File: config.mk
export PLATFORM = sky130hd
export DESIGN_NAME = lsu_issue_window
export DESIGN_NICKNAME = d
export VERILOG_FILES = /design/src/rtl/lsu_issue_window.sv
export SDC_FILE = /design/constraint.sdc
export NUM_CORES = 1
export LEC_CHECK = 0
export BUFFER_PORTS_ARGS = -buffer_cell sky130_fd_sc_hd__buf_4
export CAP_MARGIN = 10
export CORE_MARGIN = 1.5
export CORE_UTILIZATION = 48
export CTS_CLUSTER_DIAMETER = 50
export CTS_CLUSTER_SIZE = 12
export DETAILED_ROUTE_END_ITERATION = 16
export PLACE_DENSITY = 0.62
export SYNTH_ARGS = -nofsm -noshare
export SYNTH_HDL_FRONTEND = slang
export SYNTH_SLANG_ARGS = --single-unit
File: constraint.sdc
create_clock -name clk_i -period 6.95 [get_ports clk_i]
set_clock_uncertainty 0.1 [all_clocks]
set_input_delay 1.0425 -clock clk_i [delete_from_list [all_inputs] [get_ports clk_i]]
set_output_delay 1.0425 -clock clk_i [all_outputs]
set_load 0.1 [all_outputs]
File: src/rtl/lsu_issue_window.sv
// Age-ordered issue window: in-order by default, lets a younger independent ALU op
// overtake a load/store stalled on the LSU, with a cap on consecutive overtakes.
package ariane_pkg;
   typedef enum logic [2:0] {NONE, LOAD, STORE, ALU, CTRL_FLOW, MULT, CSR} fu_t;

   typedef struct packed {
      logic [31:0] pc;
      fu_t         fu;
      logic [7:0]  op;
      logic [4:0]  rs1;
      logic [4:0]  rs2;
      logic [4:0]  rd;
   } scoreboard_entry_t;
endpackage

module lsu_issue_window
   import ariane_pkg::*;
#(
   parameter int unsigned DEPTH      = 4,
   parameter int unsigned MAX_BYPASS = 3
) (
   input  logic                         clk_i,
   input  logic                         rst_ni,
   input  logic                         flush_i,
   input  logic                         debug_req_i,
   input  scoreboard_entry_t            issue_entry_i,
   input  logic                         issue_entry_valid_i,
   input  logic                         is_ctrl_flow_i,
   output logic                         issue_instr_ack_o,
   output scoreboard_entry_t            issue_entry_o,
   output logic                         issue_entry_valid_o,
   output logic                         is_ctrl_flow_o,
   input  logic                         issue_instr_ack_i,
   input  logic                         lsu_ready_i,
   output logic [$clog2(DEPTH+1)-1:0]   count_o,
   output logic                         bypass_o
);
   localparam int unsigned CW = $clog2(DEPTH + 1);
   localparam int unsigned IW = $clog2(DEPTH);
   localparam int unsigned BW = 4;

   scoreboard_entry_t sbe_reg  [DEPTH];
   scoreboard_entry_t sbe_next [DEPTH];
   logic [DEPTH-1:0]  cf_reg, cf_next;
   logic [CW-1:0]     count_reg, count_next;
   logic [BW-1:0]     byp_cnt_reg, byp_cnt_next;

   logic [DEPTH-1:0]  valid, barrier, plain_alu, cand;
   logic              bypass_allowed;
   logic [IW-1:0]     sel_idx;
   logic [IW-1:0]     wr_idx;
   logic              deq, enq;

   for (genvar gi = 0; gi < DEPTH; gi++) begin : g_entry
      logic hazard_free;
      logic older_barrier;

      // Raw register-field compares against every older entry, x0 included.
      always_comb begin
         hazard_free   = 1'b1;
         older_barrier = 1'b0;
         for (int j = 0; j < gi; j++) begin
            if (barrier[j])
               older_barrier = 1'b1;
            if (sbe_reg[gi].rs1 == sbe_reg[j].rd  ||
                sbe_reg[gi].rs2 == sbe_reg[j].rd  ||
                sbe_reg[gi].rd  == sbe_reg[j].rs1 ||
                sbe_reg[gi].rd  == sbe_reg[j].rs2 ||
                sbe_reg[gi].rd  == sbe_reg[j].rd)
               hazard_free = 1'b0;
         end
      end

      assign valid[gi]     = count_reg > CW'(gi);
      assign barrier[gi]   = (sbe_reg[gi].fu == CTRL_FLOW) || cf_reg[gi];
      assign plain_alu[gi] = !(sbe_reg[gi].fu inside {LOAD, STORE, CTRL_FLOW}) && !cf_reg[gi];
      assign cand[gi]      = (gi != 0) && valid[gi] && plain_alu[gi] && hazard_free && !older_barrier;
   end

   assign bypass_allowed = valid[0] && (sbe_reg[0].fu inside {LOAD, STORE}) && !lsu_ready_i &&
                           !debug_req_i && (byp_cnt_reg < BW'(MAX_BYPASS));

   // Scan downward so the lowest eligible candidate is the one left standing.
   always_comb begin
      sel_idx = '0;
      for (int k = DEPTH - 1; k >= 1; k--) begin
         if (bypass_allowed && cand[k])
            sel_idx = IW'(k);
      end
   end

   assign issue_entry_valid_o = valid[0];
   assign issue_entry_o       = valid[0] ? sbe_reg[sel_idx] : '0;
   assign is_ctrl_flow_o      = valid[0] ? cf_reg[sel_idx] : 1'b0;
   assign issue_instr_ack_o   = count_reg < CW'(DEPTH);
   assign count_o             = count_reg;

   assign deq      = valid[0] && issue_instr_ack_i;
   assign enq      = issue_entry_valid_i && issue_instr_ack_o;
   assign bypass_o = deq && (sel_idx != '0);
   assign wr_idx   = IW'(count_reg - CW'(deq));

   always_comb begin
      sbe_next     = sbe_reg;
      cf_next      = cf_reg;
      count_next   = count_reg;
      byp_cnt_next = byp_cnt_reg;

      if (deq) begin
         for (int i = 0; i < DEPTH - 1; i++) begin
            if (i >= int'(sel_idx)) begin
               sbe_next[i] = sbe_reg[i+1];
               cf_next[i]  = cf_reg[i+1];
            end
         end
         sbe_next[DEPTH-1] = '0;
         cf_next[DEPTH-1]  = 1'b0;
      end

      // Write lands after compaction so the new entry stays youngest.
      if (enq) begin
         sbe_next[wr_idx] = issue_entry_i;
         cf_next[wr_idx]  = is_ctrl_flow_i;
      end
      count_next = count_reg + CW'(enq) - CW'(deq);

      if (debug_req_i || (deq && sel_idx == '0))
         byp_cnt_next = '0;
      else if (bypass_o && byp_cnt_reg < BW'(MAX_BYPASS))
         byp_cnt_next = byp_cnt_reg + 1'b1;

      if (flush_i) begin
         for (int i = 0; i < DEPTH; i++)
            sbe_next[i] = '0;
         cf_next      = '0;
         count_next   = '0;
         byp_cnt_next = '0;
      end
   end

   always_ff @(posedge clk_i or negedge rst_ni) begin
      if (!rst_ni) begin
         for (int i = 0; i < DEPTH; i++)
            sbe_reg[i] <= '0;
         cf_reg      <= '0;
         count_reg   <= '0;
         byp_cnt_reg <= '0;
      end else begin
         sbe_reg     <= sbe_next;
         cf_reg      <= cf_next;
         count_reg   <= count_next;
         byp_cnt_reg <= byp_cnt_next;
      end
   end
endmodule
==> results.json, run 1 <==
{
  "synth_area_um2": 15900,
  "drc": 0,
  "finalHoldViolCount": 0,
  "filler_cell_count": 2958,
  "die_h_um": 185,
  "muxShareOfSynthArea_pct": 0,
  "drtAntennaViolNets": 0,
  "clock_latency_ns": 0.53,
  "ys_types": 56,
  "cp_top_family": "simple AND/OR/NAND/NOR gates",
  "drive_above_1_share_pct": 15.7,
  "crit_slowest_cell": "dfrtp_1",
  "clk_pin_slew_ns": 0.06,
  "wl_per_cell_um": 26.7,
  "reg2reg_to": "sbe_reg[78]",
  "power_mw": 8.46,
  "row_count": 66,
  "syn_inst": 1870,
  "finalCritPeriodShare_pct": 86.5,
  "clock_path_buffers": 3,
  "routed_wl_mm": 61.1,
  "clock_sinks": 243,
  "slew_headroom_pct": 22.7,
  "grt_max_degree": 183,
  "cts_max_level": 2,
  "crit_top_cell": "buf_4",
  "largest_register_ffs": 232,
  "grt-ovfl-total": 0,
  "yosysSeqAreaShare_pct": 38.2,
  "ctsHoldBuffers": 0,
  "slew_violations": 0,
  "yosys.area_share.adder_pct": 0.676,
  "synth-main-ff-cell": "dfrtp_1",
  "syn_to_final_growth_pct": 12.5,
  "fmax_mhz": 166,
  "grt_use_total_pct": 35.7,
  "p_leak_nw": 7.16,
  "synthSimpleGateAreaFrac_pct": 14.0,
  "routed_via_density": 6.92,
  "crit_cells": 10,
  "io-pin-count": 131,
  "critPathMaxStageDelay_ns": 0.90,
  "synth_edf_count": 0,
  "ir_drop_mv": 0.256,
  "min_to": "byp_cnt_reg[3]",
  "maxCapViolations": 0,
  "min-delay-start": "byp_cnt_reg[3]",
  "cts_buffers": 35,
  "netlist.area_leader.share_pct": 38.2,
  "worstHoldPathType": "flip-flop to flip-flop",
  "synth_area_leaders": "dfrtp_1 38%, nor2_1 5.9%, o21ai_0 5.3%, xnor2_1 5.1%, a211oi_1 4.8%",
  "dr_total_vias": 15826,
  "syn_avg_cell_area_um2": 8.51,
  "cp-end-kind": "output port",
  "path_cells": "xnor2_1, nand3_1, nor3_1, or4_4, or4_2, nand3_4, buf_4, o221ai_2, a21oi_2, buf_4",
  "gp_congestion": 0.956,
  "post-cts-setup-buffer-count": 0,
  "startpoint_type": "flip-flop",
  "dpl.hpwl_mm": 32.1,
  "grt_pass1_wl_mm": 94.1,
  "worst-setup-path-type": "flip-flop to output port",
  "cp_num_buf_inv": 2,
  "synthArstFlopShare_pct": 100,
  "num-nets-final": 1891,
  "rrSetupSlack_ns": 2.46,
  "tightest_slew_ns": 1.16,
  "cts_tree": "done",
  "status": "complete, no violations",
  "required_ns": 5.81,
  "yosysWarningCount": 0,
  "antenna_found_initial": 3,
  "synth-compound-area-share_pct": 31.1,
  "synth_top_family_by_area": "compound AO/OA/AOI/OAI gates",
  "synth_seq_cells": 243,
  "synth_xor_area_share_pct": 8.59,
  "die_w_um": 185,
  "dieArea_um2": 34200,
  "reg2regPathDepth": 10,
  "coreArea_um2": 32600,
  "io_buffers": 130,
  "multi_input_area_um2": 8770,
  "seq_area_um2": 6080,
  "r2r_start": "byp_cnt_reg[0]",
  "synth_nets": 1944,
  "yosys.area.top_type": "dfrtp_1",
  "fin_setup_tns_ns": 0,
  "crit_fanout": 45,
  "first_global_vias": 15412,
  "place_ws_ns": 1.09,
  "drt-pass1-iter-count": 5,
  "cp.arrival_ns": 4.87,
  "setup_viol": 0,
  "cellPowerDensity_nw_per_um2": 473,
  "holdWs_ns": 0.396,
  "start_util_pct": 48.8,
  "hold_depth": 2,
  "cts_resized": 0,
  "clock-root-buffer": "clkbuf_16",
  "rsz0062_at_grt": "false",
  "setup_slack_ns": 0.938,
  "drtIter0Drc": 1867,
  "period_needed_ns": 6.01
}
-- how the worst max path moves through the flow --
stage,start,end,slack [ns]
3_3_place_gp,lsu_ready_i,issue_entry_o[42],1.13
4_1_cts,sbe_reg[60],issue_entry_o[4],1.01
3_5_place_dp,lsu_ready_i,issue_entry_o[4],1.09
2_1_floorplan,count_o[2],issue_entry_o[10],0.62
5_1_grt,count_o[2],issue_entry_o[6],0.85
6_report,sbe_reg[62],issue_entry_o[42],0.94
-- per-layer routing --
layer  wire, um  part of all wire [%]  vias up  GRT usage (%)
li1           -                     -     6838              -
met1      25300                    41     7878           49.4
met2      28200                    46      963           54.5
met3       5710                   9.3      145           6.72
met4       1850                   3.0        2           15.8
met5         13                 0.021        -              0
-- tightest hold or removal path, delay by kind of cell, from the launching register on --
family	cells	cell delay (ns)
AOI/OAI and AO/OA	1	0.03
DFF	1	0.37
and+or+nand+nor	1	0.06
-- where the power goes --
part / switching, mW / internal, mW
sequential: 0.697 / 1.83
clock: 0.742 / 1.17
combinational: 2.77 / 1.26
total: 4.20 / 4.26
-- synthesized netlist by cell type (all sizes together) (2+ instances only) --
library cell,instances
xor2,64
nor3,37
nor4,6
inv,9
nor2,250
nand2,69
o221ai,57
a31oi,102
nand4,4
a311oi,77
xnor2,92
o22ai,2
or3,2
nor2b,5
ha,7
o21ai,176
a22oi,59
clkbuf,174
and4,3
o211ai,58
or4,5
and3,4
a211oi,103
nand3,107
buf,74
dfrtp,243
or2,4
a21oi,63
a21boi,3
a211o,2
-- stage by stage --
step | utilization [%] | instance area [um2] | cells
2_1_floorplan | - | 15900 | 1870
3_3_place_gp | 51.1 | 16700 | 2222
3_5_place_dp | 51.1 | 16700 | 2222
4_1_cts | 54.9 | 17900 | 2286
5_1_grt | 54.9 | 17900 | 2288
6_report | 54.9 | 17900 | 2288
-- layout by cell type, fill, tap and decap left out, types with 37 or more instances in the layout --
cell type	netlist	layout
a311oi_1	77	77
dfrtp_1	243	243
buf_4	18	154
o221ai_1	37	37
xor2_1	64	64
nand2_1	69	66
a21oi_1	43	42
o211ai_1	58	58
xnor2_1	92	92
o21ai_0	170	170
a31oi_1	102	102
nor2_1	249	247
a22oi_1	59	59
a211oi_1	102	101
nand3_1	106	105
-- kinds of logic (layout without fill, tap and decap cells) --
kind of cell / count (synthesis) / count (layout)
other cells: 0 / 2
compound gates: 705 / 705
fa+ha+maj: 8 / 8
flops: 243 / 243
buf+inv: 257 / 231
simple gates: 501 / 501
xor+xnor: 156 / 156
-- area by class of cell --
type	instances	area share (%)
clock buffer	43	5.46
clock inverter	21	1.44
multi-input combinational	1370	49.0
timing repair buffer	158	6.83
inverter	9	0.217
antenna	2	0.0280
sequential	243	34.0
tap	442	3.09
No activity file was read; power rests on OpenSTA's default activity.
==> inputs of run 2 (changes only) <==
==> constraint.sdc (replaced) <==
create_clock -name clk_i -period 6.95 [get_ports clk_i]
set_clock_uncertainty 0.1 [all_clocks]
set_input_delay 1.39 -clock clk_i [delete_from_list [all_inputs] [get_ports clk_i]]
set_output_delay 1.39 -clock clk_i [all_outputs]
set_load 0.1 [all_outputs]
==> results.json, run 2 (same netlist as run 1, synthesis figures left out) <==
{
  "clkPwrFrac_pct": 22.5,
  "power.switching_mw": 4.23,
  "coreArea_um2": 32600,
  "startpoint_type": "primary input",
  "clock-root-buffer": "clkbuf_16",
  "routed_via_density": 6.96,
  "slew_headroom_pct": 22.6,
  "grt_use_total_pct": 36.1,
  "maxCapViolations": 0,
  "cellPowerDensity_nw_per_um2": 472,
  "dr_total_vias": 15959,
  "cts_buffers": 36,
  "crit_slowest_cell": "or4_2",
  "dpl.hpwl_mm": 33.7,
  "first_global_vias": 15639,
  "worst-setup-path-type": "primary input to output port",
  "ctsHoldBuffers": 0,
  "crit_top_cell": "buf_4",
  "clock_path_buffers": 3,
  "wl_per_cell_um": 26.8,
  "clock_sinks": 243,
  "status": "complete, no violations",
  "die_h_um": 185,
  "setup_slack_ns": 0.734,
  "io-pin-count": 131,
  "p_leak_nw": 7.20,
  "start_util_pct": 48.8,
  "syn_to_final_growth_pct": 13.0,
  "period_needed_ns": 6.22,
  "ir_drop_mv": 0.430,
  "io_buffers": 130,
  "antenna_found_initial": 1,
  "mostFrequentLayoutCells": "247 x nor2_1, 243 x dfrtp_1, 170 x o21ai_0",
  "gp_congestion": 0.946,
  "p_comb_share_pct": 47.5,
  "num-nets-final": 1898,
  "setup_viol": 0,
  "path_cells": "buf_4, or4_1, or2_1, nor3_2, nand2_1, or4_2, nand3_4, buf_12, o221ai_1, a21oi_1, buf_4",
  "switching_share_pct": 49.8,
  "place_ws_ns": 0.775,
  "r2r_start": "sbe_reg[175]",
  "min-delay-start": "byp_cnt_reg[2]",
  "finalHoldViolCount": 0,
  "grt_pass1_wl_mm": 95.5,
  "power_mw": 8.50,
  "routed_wl_mm": 61.5,
  "crit_fanout": 23,
  "internal_power_mw": 4.27,
  "fmax_mhz": 161,
  "grt-ovfl-total": 0,
  "holdWs_ns": 0.401,
  "critPathMaxStageDelay_ns": 0.61,
  "slew_violations": 0,
  "filler_cell_count": 3008,
  "crit_start": "lsu_ready_i",
  "tightest_slew_ns": 1.16,
  "drt-pass1-iter-count": 7,
  "cts_resized": 0,
  "final_common_cell": "nor2_1",
  "largest_register_ffs": 232,
  "fin_setup_tns_ns": 0,
  "drive_above_1_share_pct": 15.8,
  "required_ns": 5.46,
  "cp-end-kind": "output port",
  "cp.arrival_ns": 4.73,
  "cts_tree": "done",
  "worstHoldPathType": "flip-flop to flip-flop",
  "row_count": 66,
  "rsz0062_at_grt": "false",
  "dieArea_um2": 34200,
  "drc": 0,
  "die_w_um": 185,
  "clock_latency_ns": 0.53,
  "post-cts-setup-buffer-count": 0,
  "seqPwrFrac_pct": 30.0,
  "grt_max_degree": 132,
  "drtAntennaViolNets": 0,
  "cts_max_level": 2,
  "clk_pin_slew_ns": 0.05,
  "drtIter0Drc": 1962,
  "finalCritPeriodShare_pct": 89.4
}
run 2: cell types whose count changed in the layout (fill, tap and decap cells not counted), sizes merged:
cell and delta:
buf +6, inv +1, diode -1, clkinvlp -1
run 2: critical path, delay by kind of cell:
kind,cells,cell delay [ns]
compound gates,2,0.40
simple gates,6,2.24
buf+inv,3,0.68
run 2: power groups by stage:
| stage | Combinational, mW | Sequential (mW) | Clock (mW) |
|---|---|---|---|
| finish | 4.04 | 2.55 | 1.91 |
| global route | 4.32 | 2.58 | 1.99 |
| CTS | 3.98 | 2.51 | 1.93 |
| detailed placement | 3.97 | 2.52 | 0 |
| global placement | 3.91 | 2.53 | 0 |
| floorplan | 3.22 | 2.14 | 0 |
run 2: final timing paths:
kind	to	slack [ns]	depth (start not counted)
min in group asynchronous	sbe_reg[60]	0.87	1
max in group asynchronous	sbe_reg[91]	4.61	2
worst max register to register	sbe_reg[95]	2.37	10
worst max-delay path	issue_entry_o[29]	0.73	11
worst min-delay path	byp_cnt_reg[2]	0.40	1
worst min register to register	byp_cnt_reg[2]	0.40	1
run 2: metal layers:
layer  up-vias  global-route usage [%]  routed length, um
met1      7917                    49.6              25300
met2      1016                    56.2              28000
met5         -                       0                  0
met4         0                    15.4               2300
met3       177                    5.82               5900
li1       6849                       -                  -
run 2: per-stage QoR:
stage                     util, %  area [um2]  std cells
after floorplan                 -       15900       1870
after global placement       51.3       16700       2228
after detailed placement     51.3       16700       2228
after CTS                    55.1       18000       2292
after global routing         55.1       18000       2293
final                        55.1       18000       2293
run 2: area by class of cell:
cell class / instances / area, um2 / share of cell area (%)
Multi-Input combinational cell: 1370 / 8760 / 48.7
Timing Repair Buffer: 164 / 1310 / 7.26
Sequential cell: 243 / 6080 / 33.8
Clock buffer: 43 / 980 / 5.45
Antenna cell: 1 / 2.50 / 0.0139
Tap cell: 442 / 553 / 3.08
Inverter: 9 / 38.8 / 0.216
Clock inverter: 21 / 259 / 1.44
